<file path="src/rtl/mem_arbiter.sv">
// mem_arbiter
// -----------
// Two-port arbiter for the shared program/data memory. Port 0 is the CPU
// control path (fetch + load/store). Port 1 is the loader/debug port. One
// transaction at a time is sequenced IDLE -> ISSUE -> (WAIT) -> DONE through
// a registered memory interface with a read latency of RD_LAT cycles.
//
// Handshake: a requester raises reqN with weN/addrN/wdataN stable and holds
// it until doneN pulses for one cycle. gntN is high from ISSUE through DONE.
// The request fields are captured on the grant edge, so later changes are
// ignored. Dropping req mid-transaction does not cancel it. A req still high
// in IDLE after done starts the next transaction.
//
// Parameters: AW address width, DW data width, RD_LAT read latency (1..3).
// Ports:
//   clk, rst_n            clock, synchronous active-low reset
//   req/we/addr/wdata 0,1 request side of each port
//   gnt0/1, done0/1       ownership and one-cycle completion pulse
//   rdata                 read data, valid while done of a read is high
//   mem_en/we/addr/wdata  registered memory strobe and command
//   mem_rdata             memory read data (RD_LAT cycles after mem_en)
//   dbg_state             current FSM state (IDLE=0 ISSUE=1 WAIT=2 DONE=3)
//   lock0/1               bus lock, present only when ARB_LOCK_EN is defined
//
// Optional feature macro: ARB_LOCK_EN (bus locking across transactions).
module mem_arbiter #(
  parameter int AW     = 12,
  parameter int DW     = 16,
  parameter int RD_LAT = 1
) (
  input  logic          clk,
  input  logic          rst_n,
  input  logic          req0,
  input  logic          req1,
  input  logic          we0,
  input  logic          we1,
  input  logic [AW-1:0] addr0,
  input  logic [AW-1:0] addr1,
  input  logic [DW-1:0] wdata0,
  input  logic [DW-1:0] wdata1,
  output logic          gnt0,
  output logic          gnt1,
  output logic          done0,
  output logic          done1,
  output logic [DW-1:0] rdata,
  output logic          mem_en,
  output logic          mem_we,
  output logic [AW-1:0] mem_addr,
  output logic [DW-1:0] mem_wdata,
  input  logic [DW-1:0] mem_rdata,
  output logic [1:0]    dbg_state
`ifdef ARB_LOCK_EN
  ,
  input  logic          lock0,
  input  logic          lock1
`endif
);

  typedef enum logic [1:0] {
    IDLE  = 2'd0,
    ISSUE = 2'd1,
    WAIT  = 2'd2,
    DONE  = 2'd3
  } state_t;

  localparam logic [1:0] LAT = 2'(RD_LAT);

  state_t        state_q, state_d;
  logic          owner_q;   // port currently (or last) owning the memory
  logic          last_q;    // last-grant pointer for round-robin
  logic          we_q;      // latched direction of the current transaction
  logic [1:0]    cnt_q;     // read latency countdown

  logic          rr_valid, rr_sel;
  logic          grant, grant_sel;
  logic          sel_we;
  logic [AW-1:0] sel_addr;
  logic [DW-1:0] sel_wdata;

`ifdef ARB_LOCK_EN
  logic          locked_q;      // owner keeps the bus between transactions
  logic          owner_req;
  logic          owner_lock;
  logic          release_idle;  // locked owner gave up while idle

  assign owner_req  = owner_q ? req1  : req0;
  assign owner_lock = owner_q ? lock1 : lock0;
`endif

  // Round-robin pick: on contention the port not granted last wins.
  assign rr_valid = req0 | req1;
  assign rr_sel   = (req0 && req1) ? ~last_q : req1;

  assign sel_we    = grant_sel ? we1    : we0;
  assign sel_addr  = grant_sel ? addr1  : addr0;
  assign sel_wdata = grant_sel ? wdata1 : wdata0;

  // gnt/done decode the registered state and owner.
  assign gnt0      = (state_q != IDLE) && !owner_q;
  assign gnt1      = (state_q != IDLE) &&  owner_q;
  assign done0     = (state_q == DONE) && !owner_q;
  assign done1     = (state_q == DONE) &&  owner_q;
  assign dbg_state = state_q;

  // State register.
  always_ff @(posedge clk) begin
    if (!rst_n) begin
      state_q <= IDLE;
    end else begin
      state_q <= state_d;
    end
  end

  // Next-state and grant decision.
  always_comb begin
    state_d   = state_q;
    grant     = 1'b0;
    grant_sel = 1'b0;
`ifdef ARB_LOCK_EN
    release_idle = 1'b0;
`endif
    case (state_q)
      IDLE: begin
`ifdef ARB_LOCK_EN
        if (locked_q) begin
          // Only the lock holder may start; the other port is blocked.
          if (owner_req) begin
            grant     = 1'b1;
            grant_sel = owner_q;
          end else if (!owner_lock) begin
            release_idle = 1'b1;
          end
        end else begin
          grant     = rr_valid;
          grant_sel = rr_sel;
        end
`else
        grant     = rr_valid;
        grant_sel = rr_sel;
`endif
        if (grant) state_d = ISSUE;
      end
      ISSUE:   state_d = we_q ? DONE : WAIT;
      WAIT:    if (cnt_q == 2'd1) state_d = DONE;
      DONE:    state_d = IDLE;
      default: state_d = IDLE;
    endcase
  end

  // Datapath: latched request, registered memory command, read capture,
  // round-robin pointer and lock ownership.
  always_ff @(posedge clk) begin
    if (!rst_n) begin
      owner_q   <= 1'b0;
      last_q    <= 1'b1;
      we_q      <= 1'b0;
      cnt_q     <= 2'd0;
      rdata     <= '0;
      mem_en    <= 1'b0;
      mem_we    <= 1'b0;
      mem_addr  <= '0;
      mem_wdata <= '0;
`ifdef ARB_LOCK_EN
      locked_q  <= 1'b0;
`endif
    end else begin
      // Strobe is high only in the ISSUE cycle that follows a grant.
      mem_en <= grant;
      mem_we <= grant & sel_we;

      if (grant) begin
        owner_q   <= grant_sel;
        we_q      <= sel_we;
        mem_addr  <= sel_addr;
        mem_wdata <= sel_wdata;
      end

      if (state_q == ISSUE) begin
        cnt_q <= LAT;
      end else if (state_q == WAIT) begin
        cnt_q <= cnt_q - 2'd1;
      end

      if ((state_q == WAIT) && (cnt_q == 2'd1)) begin
        rdata <= mem_rdata;
      end

`ifdef ARB_LOCK_EN
      if (state_q == DONE) begin
        if (owner_lock) begin
          locked_q <= 1'b1;
        end else begin
          locked_q <= 1'b0;
          last_q   <= owner_q;
        end
      end else if (release_idle) begin
        locked_q <= 1'b0;
        last_q   <= owner_q;
      end
`else
      if (state_q == DONE) begin
        last_q <= owner_q;
      end
`endif
    end
  end

endmodule

</file>
<file path="config.mk">
export PLATFORM = sky130hd
export DESIGN_NAME = mem_arbiter
export DESIGN_NICKNAME = d
export VERILOG_FILES = /design/src/rtl/mem_arbiter.sv
export SDC_FILE = /design/constraint.sdc
export NUM_CORES = 1
export LEC_CHECK = 0
export ABC_CLOCK_PERIOD_IN_PS = 1600
export BUFFER_PORTS_ARGS = -buffer_cell sky130_fd_sc_hd__buf_4
export CORE_ASPECT_RATIO = 1.2
export CORE_MARGIN = 4
export CORE_UTILIZATION = 41
export DETAILED_ROUTE_END_ITERATION = 16
export GPL_TIMING_DRIVEN = 0
export PLACE_DENSITY = 0.82
export SLEW_MARGIN = 20
export SYNTH_ARGS = -nofsm -noshare
export SYNTH_HDL_FRONTEND = slang
export SYNTH_SLANG_ARGS = --single-unit
</file>
<file path="constraint.sdc">
create_clock -name clk -period 1.6 [get_ports clk]
set_clock_uncertainty 0.15 [all_clocks]
set_input_delay 0.08 -clock clk [delete_from_list [all_inputs] [get_ports clk]]
set_output_delay 0.08 -clock clk [all_outputs]
set_load 0.05 [all_outputs]
</file>
==> results of run 1 <==
-- flip-flops by register name, indices dropped and copies added (netlist names) --
register / cells
mem_en: 1
mem_addr: 12
last_q: 1
owner_q: 1
rdata: 16
cnt_q: 2
mem_we: 1
dbg_state: 2
mem_wdata: 16
we_q: 1
-- final cells by class --
type	instances	area [um2]	area share [%]
plain buffers	26	181	3.83
clock buffers	5	68.8	1.45
flip-flops and latches	53	1070	22.6
repair buffers	215	1850	39.0
inverters	35	136	2.88
multi-input cells	171	1310	27.6
well taps	82	103	2.17
clock inverters	3	25.0	0.528
-- cells by family (layout without fill, tap and decap cells) --
kind of cell	Yosys count	count (layout)
compound gates	112	112
buf+inv	62	284
flops	53	53
simple gates	53	53
fa+ha+maj	5	5
mux	1	1
-- worst paths after layout --
path / from / end / slack [ns] / depth (start not counted)
max reg2reg: dbg_state[0] / mem_wdata[3] / -0.0002 / 7
min: req0 / mem_we / 0.07 / 4
max: dbg_state[0] / mem_wdata[3] / -0.0002 / 7
min reg2reg: rdata[7] / rdata[7] / 0.31 / 2
-- through the flow --
stage | utilization [%] | TNS, ns | std cells
after global routing | 78.3 | -0.175 | 590
final | 78.3 | -0.000163 | 590
after global placement | 60.9 | -1.09 | 496
after CTS | 77.6 | -1.00 | 590
after detailed placement | 60.9 | -2.49 | 496
after floorplan | - | 0 | 286
-- cells in the mapped netlist (2+ instances only) --
| cell | instances |
|---|---|
| a21boi_0 | 17 |
| a21boi_1 | 2 |
| a31oi_1 | 2 |
| and2_1 | 3 |
| buf_2 | 12 |
| buf_4 | 4 |
| clkbuf_1 | 9 |
| dfxtp_1 | 53 |
| ha_1 | 5 |
| inv_1 | 34 |
| nand2_1 | 39 |
| nand2b_1 | 2 |
| nor2_1 | 3 |
| o2111ai_1 | 28 |
| o211a_1 | 28 |
| o21a_1 | 29 |
| o21ai_0 | 2 |
-- repair_timing --
item	4_1_cts	5_1_grt
setup endpoints to repair	35	43
resized for setup	24	17
pin swaps	1	5
setup buffers	6	1
hold endpoints to repair	47	0
hold buffers	76	0
cloned	4	0
-- layer usage --
metal | wire (um) | global-route usage [%]
met1 | 3750 | 28.0
met2 | 5560 | 51.4
met3 | 643 | 5.73
met4 | 390 | 11.0
met5 | 0 | 0
-- worst register-to-register path, cell delays in order, from the launching register on --
cell and delay [ns]:
dfxtp_4 0.38, inv_4 0.05, ha_4 0.18, buf_6 0.12
o21a_4 0.15, buf_6 0.14, o21a_1 0.21, o211a_1 0.12
-- where the power goes --
part / leakage, nW / internal, W / switching (W)
registers: 0.437 / 0.00169 / 0.000245
clock network: 0.0452 / 0.000321 / 0.000493
logic: 1.82 / 0.00162 / 0.00240
-- cells in the final DEF (no fill, tap or decap), drive strengths merged --
cell type | Yosys | final
o21ai | 3 | 3
a31oi | 2 | 2
ha | 5 | 5
dlygate4sd3 | 0 | 76
clkbuf | 10 | 14
and3 | 1 | 1
nor2b | 1 | 1
a31o | 1 | 1
nand2b | 2 | 2
mux2i | 1 | 1
nand3 | 1 | 1
a21boi | 19 | 19
o2111a | 1 | 1
nor2 | 3 | 3
clkinvlp | 0 | 1
o2111ai | 28 | 28
o21a | 29 | 29
a21oi | 1 | 1
dfxtp | 53 | 53
and2 | 3 | 3
inv | 35 | 37
nand4b | 1 | 1
o211a | 28 | 28
nand4 | 1 | 1
or3 | 1 | 1
buf | 17 | 156
nand2 | 39 | 39
==> metrics.log, run 1 <==
[metrics] Critical-path top delay cell: dfxtp_4
[metrics] Post-Layout Inst Area: 4740 um2
[metrics] final count of negative-setup-slack endpoints: 1
[metrics] die area: 7610 um2
[metrics] hold violation count in the final report: 0
[metrics] via count of the first global-routing pass: 3,410
[metrics] post-route minimum period: 1.60 ns
[metrics] layout cells sized above 1: 36.0%
[metrics] Slew Viols, Final: 0
[metrics] total number of nets in the final design: 590
[metrics] buffer type at the clock tree root: clkbuf_8
[metrics] cells traversed along the worst timing path: inv_4, ha_4, buf_6, o21a_4, buf_6, o21a_1, o211a_1
[metrics] 1st-pass router iterations: 4
[metrics] nets in the synthesized netlist: 369
[metrics] Synth Area in Adders: 2.43%
[metrics] area share of the leading cell type in the synthesized netlist: 41.3%
[metrics] number of register bits inferred by synthesis: 53
[metrics] Synth Instances: 286
[metrics] buffers plus inverters on the worst setup path: 3
[metrics] Bufs on Longest Clock Path: 2
[metrics] slew of the pin with the lowest slew margin: 0.504 ns
[metrics] aggregate global routing overflow: 0
[metrics] Filler cells: 372
[metrics] largest fanout on the critical path: 8
[metrics] horizontal extent of the die: 80.3 um
[metrics] IO Port Bufs: 128
[metrics] f_max: 625 MHz
[metrics] pin count of the biggest net entering global routing: 19
[metrics] cell mode on critical path: buf_6
[metrics] average wire per cell in the routed design: 17.5 um
[metrics] leakage power total: 2.30 nW
[metrics] crit start category: flop
[metrics] number of different library cells in the post-synthesis netlist: 31
[metrics] violations in the final reports: setup timing
[metrics] total detailed-routing wirelength: 10,300 um
[metrics] Area Growth Syn to Fin: 84.2%
[metrics] routability cong.: 0.813
[metrics] Die Ht: 94.8 um
[metrics] antenna violations before repair: 0
[metrics] outcome: finished with violations
[metrics] starting density of the core: 42.5%
[metrics] largest stage delay on the critical path: 0.38 ns
[metrics] Async SR Flop Fraction: 0%
[metrics] Clk pin slew, worst setup/hold paths: 0.11 ns
[metrics] total global routing track utilization: 26.9%
[metrics] VDD IR-drop max: 1.07 mV
[metrics] power density relative to cell area: 1430 nW/um2
[metrics] library cell with the largest summed area after synthesis: dfxtp_1
[metrics] Setup WS pre-CTS: -0.145 ns
[metrics] DRC violations left: 0
[metrics] synthesized cell area: 2570 um2
[metrics] clock sink total: 53
[metrics] Inserted Clock Buffers: 5
[metrics] Final Total Pwr: 0.00676 W
[metrics] first-pass GRT wire length: 16,100 um
[metrics] synthesis warning total: 0
[metrics] Arrival @ worst endpoint: 1.66 ns
[metrics] num ports: 130
[metrics] total cell area at the placement stage: 3680 um2
[metrics] setup repair after global routing missed its margin: true
[metrics] Setup Crit Path Kind: flop to flop
[metrics] most instantiated flip-flop cell in the synthesis netlist: dfxtp_1
[metrics] H-tree Lvls: 2
[metrics] clock latency at the later pin of the worst-skew pair: 0.31 ns
[metrics] via-per-instance ratio: 5.38
[metrics] portion of netlist area occupied by mux cells: 0.389%
[metrics] kind of end point of the critical path: flop
[metrics] Core Region: 6050 um2
[metrics] Via Count: 3,174
[metrics] Req. time, crit path: 1.66 ns
[metrics] post-DP HPWL: 5700 um
[metrics] number of design-rule violations left by the first detailed-router iteration: 161
[metrics] TritonCTS clock tree: yes
[metrics] number of antenna repair diodes: 0
[metrics] Site Rows: 31
[metrics] worst-case headroom to the max-slew limit: 66.4%
[metrics] Post-Route Hold Slack: 0.0665 ns
[metrics] share of the synthesized area in compound gates (AO/OA/AOI/OAI): 36.5%
[metrics] post-synthesis share of cell area spent on and, or, nand and nor gates: 8.86%
[metrics] largest delay contributor family on the critical path: compound AO/OA/AOI/OAI gates
[metrics] Worst Slack Setup Final: -0.000163 ns
[metrics] share of synthesized area occupied by flip-flops and latches: 41.3%
[metrics] syn avg cell area: 8.99 um2
[metrics] worst hold path type: primary input to flop
[metrics] largest cells by area after synthesis: dfxtp_1, o211a_1, o2111ai_1
[metrics] number of synthesized flops with an enable pin: 0
[metrics] Antenna Violating Nets Remaining: 0
[metrics] number of maximum-capacitance violations: 0
[metrics] combinational family with the most area after synthesis: compound AO/OA/AOI/OAI gates
[metrics] Final period util: 100%
[metrics] share of the synthesized netlist area taken by xor and xnor gates: 0%
Power figures use the tool's default switching activity.
==> inputs of run 2 (changes only) <==
--- a/config.mk
+++ b/config.mk
@@ -6,4 +6,5 @@
 export NUM_CORES = 1
 export LEC_CHECK = 0
+export ABC_AREA = 1
 export ABC_CLOCK_PERIOD_IN_PS = 1600
 export BUFFER_PORTS_ARGS = -buffer_cell sky130_fd_sc_hd__buf_4
==> constraint.sdc (replaced) <==
create_clock -name clk -period 1.6 [get_ports clk]
set_clock_uncertainty 0.15 [all_clocks]
set_input_delay 0.24 -clock clk [delete_from_list [all_inputs] [get_ports clk]]
set_output_delay 0.24 -clock clk [all_outputs]
set_load 0.05 [all_outputs]
==> metrics.log, run 2 <==
[metrics] outcome: finished with violations
[metrics] violations in the final reports: setup timing
[metrics] number of maximum-capacitance violations: 0
[metrics] largest cells by area after synthesis: dfxtp_1, nor2_1, o21ai_0
[metrics] top-count cell post-synth: nor2_1
[metrics] clock network fraction of design power: 13.3%
[metrics] Bufs on Longest Clock Path: 2
[metrics] sequential share of power: 24.5%
[metrics] synthesized cell area: 2510 um2
[metrics] total global routing track utilization: 18.8%
[metrics] Setup Crit Path Kind: flop to primary output
[metrics] aggregate global routing overflow: 0
[metrics] share of synthesized area occupied by flip-flops and latches: 42.2%
[metrics] Via Count: 2,891
[metrics] number of design-rule violations left by the first detailed-router iteration: 102
[metrics] slew of the pin with the lowest slew margin: 0.402 ns
[metrics] Arrival @ worst endpoint: 1.21 ns
[metrics] library cell with the largest summed area after synthesis: dfxtp_1
[metrics] f_max: 624 MHz
[metrics] via count of the first global-routing pass: 2,690
[metrics] Final period util: 100%
[metrics] power density relative to cell area: 1870 nW/um2
[metrics] kind of end point of the critical path: primary output
[metrics] Clk pin slew, worst setup/hold paths: 0.10 ns
[metrics] most frequent cells after synthesis: nor2_1, dfxtp_1, o21ai_0
[metrics] die area: 7460 um2
[metrics] Post-Route Hold Slack: 0.0347 ns
[metrics] area share of the leading cell type in the synthesized netlist: 42.2%
[metrics] Area Growth Syn to Fin: 69.8%
[metrics] total detailed-routing wirelength: 8280 um
[metrics] Worst Slack Setup Final: -0.00306 ns
[metrics] most frequent cells in the layout: buf_4, nor2_1, dfxtp_1
[metrics] setup repair after global routing missed its margin: true
[metrics] number of hold buffers added after CTS: 0
[metrics] net switching power: 0.00363 W
[metrics] Setup WS pre-CTS: -0.0687 ns
[metrics] via-per-instance ratio: 4.72
[metrics] number of different library cells in the post-synthesis netlist: 19
[metrics] average wire per cell in the routed design: 13.5 um
[metrics] crit start category: flop
[metrics] syn avg cell area: 6.64 um2
[metrics] TritonCTS clock tree: yes
[metrics] Inserted Clock Buffers: 5
[metrics] buffer type at the clock tree root: clkbuf_8
[metrics] clock sink total: 53
[metrics] number of antenna repair diodes: 0
[metrics] synthesis warning total: 0
[metrics] largest fanout on the critical path: 4
[metrics] worst-case headroom to the max-slew limit: 73.2%
[metrics] antenna violations before repair: 0
[metrics] number of register bits inferred by synthesis: 53
[metrics] Antenna Violating Nets Remaining: 0
[metrics] Async SR Flop Fraction: 0%
[metrics] largest registers in the final layout: mem_wdata (16), rdata (16), mem_addr (12)
[metrics] 1st-pass router iterations: 4
[metrics] pin count of the biggest net entering global routing: 20
[metrics] Synth Instances: 379
[metrics] Site Rows: 31
[metrics] total negative slack for setup checks: -0.00306 ns
[metrics] total number of nets in the final design: 613
[metrics] post-route minimum period: 1.60 ns
[metrics] clock latency at the later pin of the worst-skew pair: 0.30 ns
[metrics] Slew Viols, Final: 0
[metrics] IO Port Bufs: 128
[metrics] Req. time, crit path: 1.21 ns
[metrics] nets in the synthesized netlist: 462
[metrics] most instantiated flip-flop cell in the synthesis netlist: dfxtp_1
[metrics] final count of negative-setup-slack endpoints: 1
[metrics] Die Ht: 93.8 um
[metrics] switching power share of the total: 45.5%
[metrics] horizontal extent of the die: 79.5 um
[metrics] Core Region: 6010 um2
[metrics] starting density of the core: 41.8%
[metrics] worst hold path type: primary input to flop
[metrics] layout cells sized above 1: 41.4%
[metrics] Internal: 0.00435 W
[metrics] VDD IR-drop max: 1.07 mV
[metrics] post-DP HPWL: 5560 um
[metrics] leakage power total: 2.13 nW
[metrics] DRC violations left: 0
[metrics] routability cong.: 0.853
[metrics] hold violation count in the final report: 0
[metrics] H-tree Lvls: 2
[metrics] leading cell type in the layout, fill and taps excluded: buf_4
[metrics] num ports: 130
[metrics] fraction of power consumed by combinational cells: 62.2%
[metrics] number of synthesized flops with an enable pin: 0
[metrics] first-pass GRT wire length: 11,400 um
==> run 2: power by group through the flow <==
stage	logic (W)	registers [W]	clock network, W
CTS	0.00396	0.00193	0.00107
floorplan	0.00160	0.00311	0
global route	0.00529	0.00200	0.00114
finish	0.00497	0.00195	0.00106
global placement	0.00381	0.00195	0
detailed placement	0.00387	0.00197	0
==> run 2: cells by family after synthesis <==
group           Yosys count  share of synthesized area (%)
compound gates           53                           10.8
fa+ha+maj                 5                           2.49
buf+inv                  68                           12.7
flops                    53                           42.2
simple gates            200                           31.8
==> run 2: worst paths after layout <==
check               startpoint           end  slack (ns)  cells after the start
setup reg to reg  dbg_state[0]  mem_wdata[9]        0.01                     10
setup / recovery  dbg_state[0]         done0      -0.003                      4
hold reg to reg       cnt_q[1]      cnt_q[1]        0.32                      2
hold / removal    mem_rdata[9]      rdata[9]        0.03                      3
==> run 2: area by class of cell <==
class / count / area [um2]
clock buffers: 5 / 68.8
flip-flops and latches: 53 / 1070
inverters: 46 / 188
fillers: 473 / 1740
repair buffers: 145 / 1260
plain buffers: 21 / 213
well taps: 82 / 103
multi-input cells: 258 / 1300
clock inverters: 3 / 65.1
==> run 2: per-stage QoR <==
stage / util (%) / area, um2 / total power (W) / instances
floorplan: - / 2540 / 0.00471 / 379
global placement: 60.0 / 3610 / 0.00576 / 589
detailed placement: 60.0 / 3610 / 0.00584 / 589
CTS: 62.6 / 3760 / 0.00697 / 599
global route: 71.0 / 4270 / 0.00843 / 613
finish: 71.0 / 4270 / 0.00799 / 613
==> run 2: critical path, stage by stage (launching register included) <==
cell     delay [ns]
dfxtp_4        0.39
ha_1           0.18
inv_1          0.07
nor2_2         0.11
buf_6          0.17
==> run 2: timing repair <==
action | in CTS | in global routing
gates cloned | 0 | 9
gates resized for setup | 5 | 91
setup endpoints to repair | 34 | 44
setup buffers | 3 | 5
pin swaps | 1 | 30
==> run 2: metal layers <==
| layer | vias up | part of all wire (%) | track usage, % |
|---|---|---|---|
| met5 | - | 0 | 0 |
| met4 | 0 | 1.2 | 4.44 |
| met3 | 13 | 8.8 | 5.76 |
| met2 | 114 | 51 | 35.2 |
| met1 | 1286 | 39 | 20.4 |
| li1 | 1478 | - | - |
